==> config.mk <==
export PLATFORM = sky130hd
export DESIGN_NAME = jump_result_queue_flat
export DESIGN_NICKNAME = d
export VERILOG_FILES = /design/src/rtl/jump_result_queue_pkg.sv /design/src/rtl/jump_result_queue_if.sv /design/src/rtl/jump_result_queue_sync_fifo.sv /design/src/rtl/jump_result_queue.sv /design/src/flat_wrapper.sv
export SDC_FILE = /design/constraint.sdc
export NUM_CORES = 1
export LEC_CHECK = 0
export BUFFER_PORTS_ARGS = -buffer_cell sky130_fd_sc_hd__buf_2
export CORE_AREA = 5 5 154 156
export DETAILED_ROUTE_END_ITERATION = 7
export DIE_AREA = 0 0 159 161
export PLACE_DENSITY = 0.72
export SLEW_MARGIN = 40
export SYNTH_ARGS = -nofsm -noshare
export SYNTH_HDL_FRONTEND = slang
export SYNTH_SLANG_ARGS = --single-unit
==> constraint.sdc <==
create_clock -name clk -period 8.2 [get_ports clk]
set_clock_uncertainty 0.1 [all_clocks]
set_input_delay 0.41 -clock clk [delete_from_list [all_inputs] [get_ports clk]]
set_output_delay 0.41 -clock clk [all_outputs]
set_load 0.01 [all_outputs]
==> src/rtl/jump_result_queue_pkg.sv <==
// Shared types and constants for the jump result path (jump_unit -> queue -> ROB).
package jump_result_queue_pkg;

    localparam int COMMON_WIDTH   = 32;
    localparam int INST_TAG_WIDTH = 4;

    // Tag value that jump_unit drives when it has no result this cycle.
    localparam logic [INST_TAG_WIDTH-1:0] TAG_INVALID_C = '1;

    typedef struct packed {
        logic [INST_TAG_WIDTH-1:0] tag;
        logic [COMMON_WIDTH-1:0]   next_pc;
        logic [COMMON_WIDTH-1:0]   ori_pc;
    } jump_result_t;

endpackage

==> src/rtl/jump_result_queue_if.sv <==
// Bundle of the jump_unit capture port, ROB writeback port, fetch redirect and status.
interface jump_result_queue_if #(
    parameter int XLEN  = 32,
    parameter int TAG_W = 4,
    parameter int DEPTH = 4
);
    localparam int CNT_W = $clog2(DEPTH) + 1;

    logic [TAG_W-1:0] in_target;
    logic [XLEN-1:0]  in_next_pc;
    logic [XLEN-1:0]  in_ori_pc;
    logic             flush;
    logic             wb_valid;
    logic [TAG_W-1:0] wb_tag;
    logic [XLEN-1:0]  wb_val;
    logic             wb_ready;
    logic             redir_valid;
    logic [XLEN-1:0]  redir_pc;
    logic             afull;
    logic [CNT_W-1:0] count;
    logic             ovf_err;

    modport master (
        output in_target, in_next_pc, in_ori_pc, flush, wb_ready,
        input  wb_valid, wb_tag, wb_val, redir_valid, redir_pc, afull, count, ovf_err
    );

    modport slave (
        input  in_target, in_next_pc, in_ori_pc, flush, wb_ready,
        output wb_valid, wb_tag, wb_val, redir_valid, redir_pc, afull, count, ovf_err
    );

endinterface

==> src/rtl/jump_result_queue_sync_fifo.sv <==
// Small in-order FIFO with synchronous flush. A push into a full FIFO is accepted
// only when a pop frees the head slot on the same edge.
module sync_fifo #(
    parameter int WIDTH = 8,
    parameter int DEPTH = 4
) (
    input  logic                     clk,
    input  logic                     rst,
    input  logic                     push,
    input  logic                     pop,
    input  logic                     flush,
    input  logic [WIDTH-1:0]         wdata,
    output logic [WIDTH-1:0]         rdata,
    output logic [$clog2(DEPTH):0]   count,
    output logic [$clog2(DEPTH):0]   count_nxt,
    output logic                     full,
    output logic                     empty
);
    localparam int PTR_W = $clog2(DEPTH);
    localparam int CNT_W = PTR_W + 1;

    logic [WIDTH-1:0] mem [DEPTH];
    logic [PTR_W-1:0] wr_ptr_q, wr_ptr_d;
    logic [PTR_W-1:0] rd_ptr_q, rd_ptr_d;
    logic [CNT_W-1:0] cnt_q, cnt_d;
    logic             push_ok;
    logic             pop_ok;

    assign full    = (cnt_q == CNT_W'(DEPTH));
    assign empty   = (cnt_q == '0);
    assign pop_ok  = pop && !empty;
    assign push_ok = push && (!full || pop_ok);
    assign rdata   = mem[rd_ptr_q];
    assign count   = cnt_q;
    assign count_nxt = cnt_d;

    // Next pointer/occupancy; flush wins over any push or pop in the same cycle.
    always_comb begin
        wr_ptr_d = wr_ptr_q;
        rd_ptr_d = rd_ptr_q;
        cnt_d    = cnt_q;
        if (flush) begin
            wr_ptr_d = '0;
            rd_ptr_d = '0;
            cnt_d    = '0;
        end else begin
            if (push_ok) wr_ptr_d = wr_ptr_q + PTR_W'(1);
            if (pop_ok)  rd_ptr_d = rd_ptr_q + PTR_W'(1);
            cnt_d = cnt_q + CNT_W'(push_ok) - CNT_W'(pop_ok);
        end
    end

    // Pointer and occupancy registers.
    always_ff @(posedge clk or posedge rst) begin
        if (rst) begin
            wr_ptr_q <= '0;
            rd_ptr_q <= '0;
            cnt_q    <= '0;
        end else begin
            wr_ptr_q <= wr_ptr_d;
            rd_ptr_q <= rd_ptr_d;
            cnt_q    <= cnt_d;
        end
    end

    // Storage array; contents are only meaningful below the occupancy, so no reset.
    always_ff @(posedge clk) begin
        if (push_ok && !flush) mem[wr_ptr_q] <= wdata;
    end

endmodule

==> src/rtl/jump_result_queue.sv <==
// Buffers jump_unit results and drains them in order to the ROB writeback port,
// emitting a one-cycle fetch redirect per popped entry. Also provides back-pressure
// (afull) to dispatch since jump_unit cannot stall.
module jump_result_queue
    import jump_result_queue_pkg::*;
#(
    parameter int               DEPTH       = 4,
    parameter int               XLEN        = COMMON_WIDTH,
    parameter int               TAG_W       = INST_TAG_WIDTH,
    parameter logic [TAG_W-1:0] TAG_INVALID = {TAG_W{1'b1}},
    parameter int               AFULL_LVL   = DEPTH - 2
) (
    input logic               clk,
    input logic               rst,
    jump_result_queue_if.slave bus
);
    localparam int CNT_W = $clog2(DEPTH) + 1;
    localparam int ENT_W = TAG_W + 2 * XLEN;

    logic             push;
    logic             pop;
    logic             fifo_full;
    logic             fifo_empty;
    logic [ENT_W-1:0] wdata;
    logic [ENT_W-1:0] rdata;
    logic [CNT_W-1:0] cnt_q;
    logic [CNT_W-1:0] cnt_nxt;
    logic [TAG_W-1:0] head_tag;
    logic [XLEN-1:0]  head_next_pc;
    logic [XLEN-1:0]  head_ori_pc;
    logic             redir_valid_q;
    logic [XLEN-1:0]  redir_pc_q;
    logic             afull_q;
    logic             ovf_err_q;

    assign push  = (bus.in_target != TAG_INVALID);
    assign wdata = {bus.in_target, bus.in_next_pc, bus.in_ori_pc};
    assign {head_tag, head_next_pc, head_ori_pc} = rdata;

    // A flush cycle hides the head so the ROB cannot accept an entry being discarded.
    assign bus.wb_valid = !fifo_empty && !bus.flush;
    assign pop          = bus.wb_valid && bus.wb_ready;
    assign bus.wb_tag   = fifo_empty ? TAG_INVALID : head_tag;
    assign bus.wb_val   = fifo_empty ? '0 : head_ori_pc;

    assign bus.count       = cnt_q;
    assign bus.afull       = afull_q;
    assign bus.ovf_err     = ovf_err_q;
    assign bus.redir_valid = redir_valid_q;
    assign bus.redir_pc    = redir_pc_q;

    sync_fifo #(
        .WIDTH (ENT_W),
        .DEPTH (DEPTH)
    ) u_fifo (
        .clk       (clk),
        .rst       (rst),
        .push      (push),
        .pop       (pop),
        .flush     (bus.flush),
        .wdata     (wdata),
        .rdata     (rdata),
        .count     (cnt_q),
        .count_nxt (cnt_nxt),
        .full      (fifo_full),
        .empty     (fifo_empty)
    );

    // Redirect pulse follows each pop by one cycle; the target is held between pulses.
    always_ff @(posedge clk or posedge rst) begin
        if (rst) begin
            redir_valid_q <= 1'b0;
            redir_pc_q    <= '0;
        end else if (pop) begin
            redir_valid_q <= 1'b1;
            redir_pc_q    <= head_next_pc;
        end else begin
            redir_valid_q <= 1'b0;
        end
    end

    // Almost-full is registered from the post-edge occupancy.
    always_ff @(posedge clk or posedge rst) begin
        if (rst) afull_q <= 1'b0;
        else     afull_q <= (cnt_nxt >= CNT_W'(AFULL_LVL));
    end

    // Sticky overflow: a result was lost because the queue was full with no pop.
    // A flush discards the push anyway, so it is not counted as an overflow.
    always_ff @(posedge clk or posedge rst) begin
        if (rst) ovf_err_q <= 1'b0;
        else if (push && fifo_full && !pop && !bus.flush) ovf_err_q <= 1'b1;
    end

endmodule

==> src/flat_wrapper.sv <==
// flat-port wrapper written by rule: the top's interface ports become plain ports
module jump_result_queue_flat import jump_result_queue_pkg::*;
#(
    parameter int               DEPTH       = 4,
    parameter int               XLEN        = COMMON_WIDTH,
    parameter int               TAG_W       = INST_TAG_WIDTH,
    parameter logic [TAG_W-1:0] TAG_INVALID = {TAG_W{1'b1}},
    parameter int               AFULL_LVL   = DEPTH - 2
)
  (clk, rst, bus_in_target, bus_in_next_pc, bus_in_ori_pc, bus_flush, bus_wb_ready, bus_wb_valid, bus_wb_tag, bus_wb_val, bus_redir_valid, bus_redir_pc, bus_afull, bus_count, bus_ovf_err);
  jump_result_queue_if #(.XLEN(XLEN), .TAG_W(TAG_W), .DEPTH(DEPTH)) bus_i ();
  input logic clk;
  input logic rst;
  input wire logic [$bits(bus_i.in_target)-1:0] bus_in_target;
  input wire logic [$bits(bus_i.in_next_pc)-1:0] bus_in_next_pc;
  input wire logic [$bits(bus_i.in_ori_pc)-1:0] bus_in_ori_pc;
  input wire logic [$bits(bus_i.flush)-1:0] bus_flush;
  input wire logic [$bits(bus_i.wb_ready)-1:0] bus_wb_ready;
  output wire logic [$bits(bus_i.wb_valid)-1:0] bus_wb_valid;
  output wire logic [$bits(bus_i.wb_tag)-1:0] bus_wb_tag;
  output wire logic [$bits(bus_i.wb_val)-1:0] bus_wb_val;
  output wire logic [$bits(bus_i.redir_valid)-1:0] bus_redir_valid;
  output wire logic [$bits(bus_i.redir_pc)-1:0] bus_redir_pc;
  output wire logic [$bits(bus_i.afull)-1:0] bus_afull;
  output wire logic [$bits(bus_i.count)-1:0] bus_count;
  output wire logic [$bits(bus_i.ovf_err)-1:0] bus_ovf_err;
  assign bus_i.in_target = bus_in_target;
  assign bus_i.in_next_pc = bus_in_next_pc;
  assign bus_i.in_ori_pc = bus_in_ori_pc;
  assign bus_i.flush = bus_flush;
  assign bus_i.wb_ready = bus_wb_ready;
  assign bus_wb_valid = bus_i.wb_valid;
  assign bus_wb_tag = bus_i.wb_tag;
  assign bus_wb_val = bus_i.wb_val;
  assign bus_redir_valid = bus_i.redir_valid;
  assign bus_redir_pc = bus_i.redir_pc;
  assign bus_afull = bus_i.afull;
  assign bus_count = bus_i.count;
  assign bus_ovf_err = bus_i.ovf_err;
  jump_result_queue #(.DEPTH(DEPTH), .XLEN(XLEN), .TAG_W(TAG_W), .TAG_INVALID(TAG_INVALID), .AFULL_LVL(AFULL_LVL)) u_core (.clk(clk), .rst(rst), .bus(bus_i));
endmodule
==> reports/results.tsv <==
metric	value	unit
finalPower	4.98	mW
via_per_inst	5.44	
ys_async_sr_fraction	13.4	%
ys.flop_type	edfxtp_1	
synth_simple_gate_area_share	2.92	%
end_kind	output pin	
cts_setup_buffers	0	
ys_warn_count	0	
track_usage	18.0	%
setup-violations-final	0	
ys_seq_area_share	77.2	%
htreeDepth	1	
grt_pass1_wl	36600	um
fp.dieH	161	um
critical_path_class	register to output pin	
start_kind	register	
drive_gt1_share	41.6	%
min_period_over_period	42.2	%
synth_cell_types	29	
boundaryPins	147	
p_leak	5.33	nW
finalHoldViolations	0	
area_delta_synth_final	24.5	%
fp-row-count	55	
p_per_area	335	nW/um^2
core-area	22200	sq um
fmax	289	MHz
syn_inst	522	
finalCriticalPeriod	3.46	ns
tightest_slew	0.686	ns
drt-initial-drc-count	299	
dp_hpwl	14000	um
drc_errors	0	
nets	837	
critical_path_required	7.69	ns
clk_path_buf_depth	3	
root_buffer	clkbuf_16	
hold_buffers	68	
final_core_util	66.9	%
path_max_fanout	38	
totalWireLength	23000	um
gp_congestion	0.715	
drv_slew	0	
synth_edf_count	272	
grt_max_degree	43	
dr.pass1.iters	5	
grt_overflow	0	
cts_buffers	31	
cts_resized	0	
yosys.area_share.adder	0.796	%
fillers	1454	
num_antenna_cells	0	
syn_avg_cell_area	22.9	sq um
setup-tns-final	0	ns
ff_latch_area	9230	sq um
yosys.area_share.xor_xnor	0.293	%
multiInputGateArea	2530	sq um
via_count	5815	
syn-num-nets	601	
die-area	25600	sq um
synthMuxAreaShare	16.6	%
critical_path_arrival	2.95	ns
clkLatencyLatePin	0.54	ns
antenna_found_initial	0	
avgRoutedWirePerCell	21.5	um
synth_compound_area_share	0.503	%
drtAntennaViolNets	0	
netlist_area	11900	sq um
first_global_vias	6508	
run_status	finished clean	
start_util	53.8	%
rsz0062_at_grt	no	
slew_headroom	54.3	%
placedCellCount	942	
min_path_type	primary input to register	
synth_seq_cells	314	
ir_worst_vdd	0.256	mV
hold_slack	0.0573	ns
clock_sinks	314	
cap_violations	0	
cts_tree	done	
path_clk_slew	0.06	ns
synth_top_family_by_area	multiplexers	
io_buffers	146	
final_cells	1068	
die_width	159	um
-- worst max-delay path, cell delays in order, from the launching register on --
cell,delay [ns]
dfrtp_4,0.86
buf_6,0.56
mux4_2,0.58
or2_1,0.22
buf_2,0.14
-- cells in the final DEF, fill, tap and decap left out, types with 2 or more instances in the layout --
cell / instances
edfxtp_1: 272
buf_2: 146
mux4_2: 68
dlygate4sd3_1: 68
dfrtp_1: 40
nor2b_1: 33
clkbuf_16: 31
mux2_4: 19
mux2_2: 14
nor2_1: 10
buf_12: 8
clkinv_2: 7
clkbuf_8: 7
inv_1: 6
ha_1: 6
bufinv_16: 5
or2_1: 4
and2_4: 4
clkinvlp_4: 4
buf_4: 4
nand2b_1: 3
xor2_1: 3
clkbuf_1: 3
buf_6: 2
dfrtp_4: 2
-- path summary, 6_finish.rpt --
path	startpoint	end	slack, ns	cells after the start
hold / removal	bus_in_target[2]	u_core.u_fifo.mem[2][66]$_DFFE_PP_	0.06	1
max in group asynchronous	rst	u_core.u_fifo.rd_ptr_q[0]$_DFFE_PP0P_	7.15	3
setup / recovery	u_core.u_fifo.rd_ptr_q[0]$_DFFE_PP0P_	bus_wb_tag[2]	4.74	4
hold reg to reg	u_core.bus.redir_pc[11]$_DFFE_PP0P_	u_core.bus.redir_pc[11]$_DFFE_PP0P_	0.40	1
setup reg to reg	u_core.u_fifo.count[1]$_DFF_PP0_	u_core.bus.afull$_DFF_PP0_	5.45	11
min in group asynchronous	rst	u_core.u_fifo.rd_ptr_q[1]$_DFFE_PP0P_	0.40	3
-- per-stage QoR --
step	cell area, sq um	setup WS [ns]
after floorplan	11900	4.95
after global placement	12900	4.99
after detailed placement	13100	5.02
after CTS	14900	4.39
after global routing	14900	4.50
final	14900	4.74
-- final cells by class --
class / instances / area share, %
Sequential cell: 314 / 62.0
Tap cell: 285 / 2.40
Clock inverter: 17 / 1.51
Inverter: 7 / 0.193
Clock buffer: 41 / 5.94
Timing Repair Buffer: 228 / 10.9
Multi-Input combinational cell: 176 / 17.0
-- state kept, by name, indices dropped and copies added (netlist names) --
name                    count
u_core.bus.redir_pc        32
u_core.bus.ovf_err          1
u_core.u_fifo.wr_ptr_q      2
u_core.bus.afull            1
u_core.u_fifo.count         3
u_core.u_fifo.mem         272
u_core.bus.redir_valid      1
u_core.u_fifo.rd_ptr_q      2
-- layer usage --
layer | routed length (um) | track usage (%) | part of all wire [%]
met1 | 9300 | 24.0 | 40
met2 | 11800 | 30.6 | 51
met3 | 1570 | 4.57 | 6.8
met4 | 381 | 3.61 | 1.7
met5 | 0 | 0 | 0
-- synthesized netlist by cell type (all sizes together), types with 3 or more instances --
cell type	number	area share, %
and2	4	0.21
buf	17	1.2
clkbuf	8	0.25
dfrtp	42	8.8
edfxtp	272	68
ha	6	0.63
inv	7	0.22
mux2	33	3.7
mux4	68	13
nand2b	3	0.16
nor2	11	0.41
nor2b	33	1.7
or2	4	0.21
xor2	3	0.22
-- kinds of logic after synthesis --
family,count (synthesis)
adder cells (fa/ha/maj),7
flip-flops,314
XOR/XNOR,4
multiplexers,102
buffers and inverters,32
AO/OA/AOI/OAI,6
AND/OR/NAND/NOR,57
-- power by group --
group	switching [mW]	internal (mW)	leakage [nW]	total, mW
clock	0.571	0.913	0.539	1.48
sequential	0.162	2.03	2.99	2.19
combinational	0.633	0.669	1.79	1.30
Note: power is estimated with default switching activity, not from simulation.
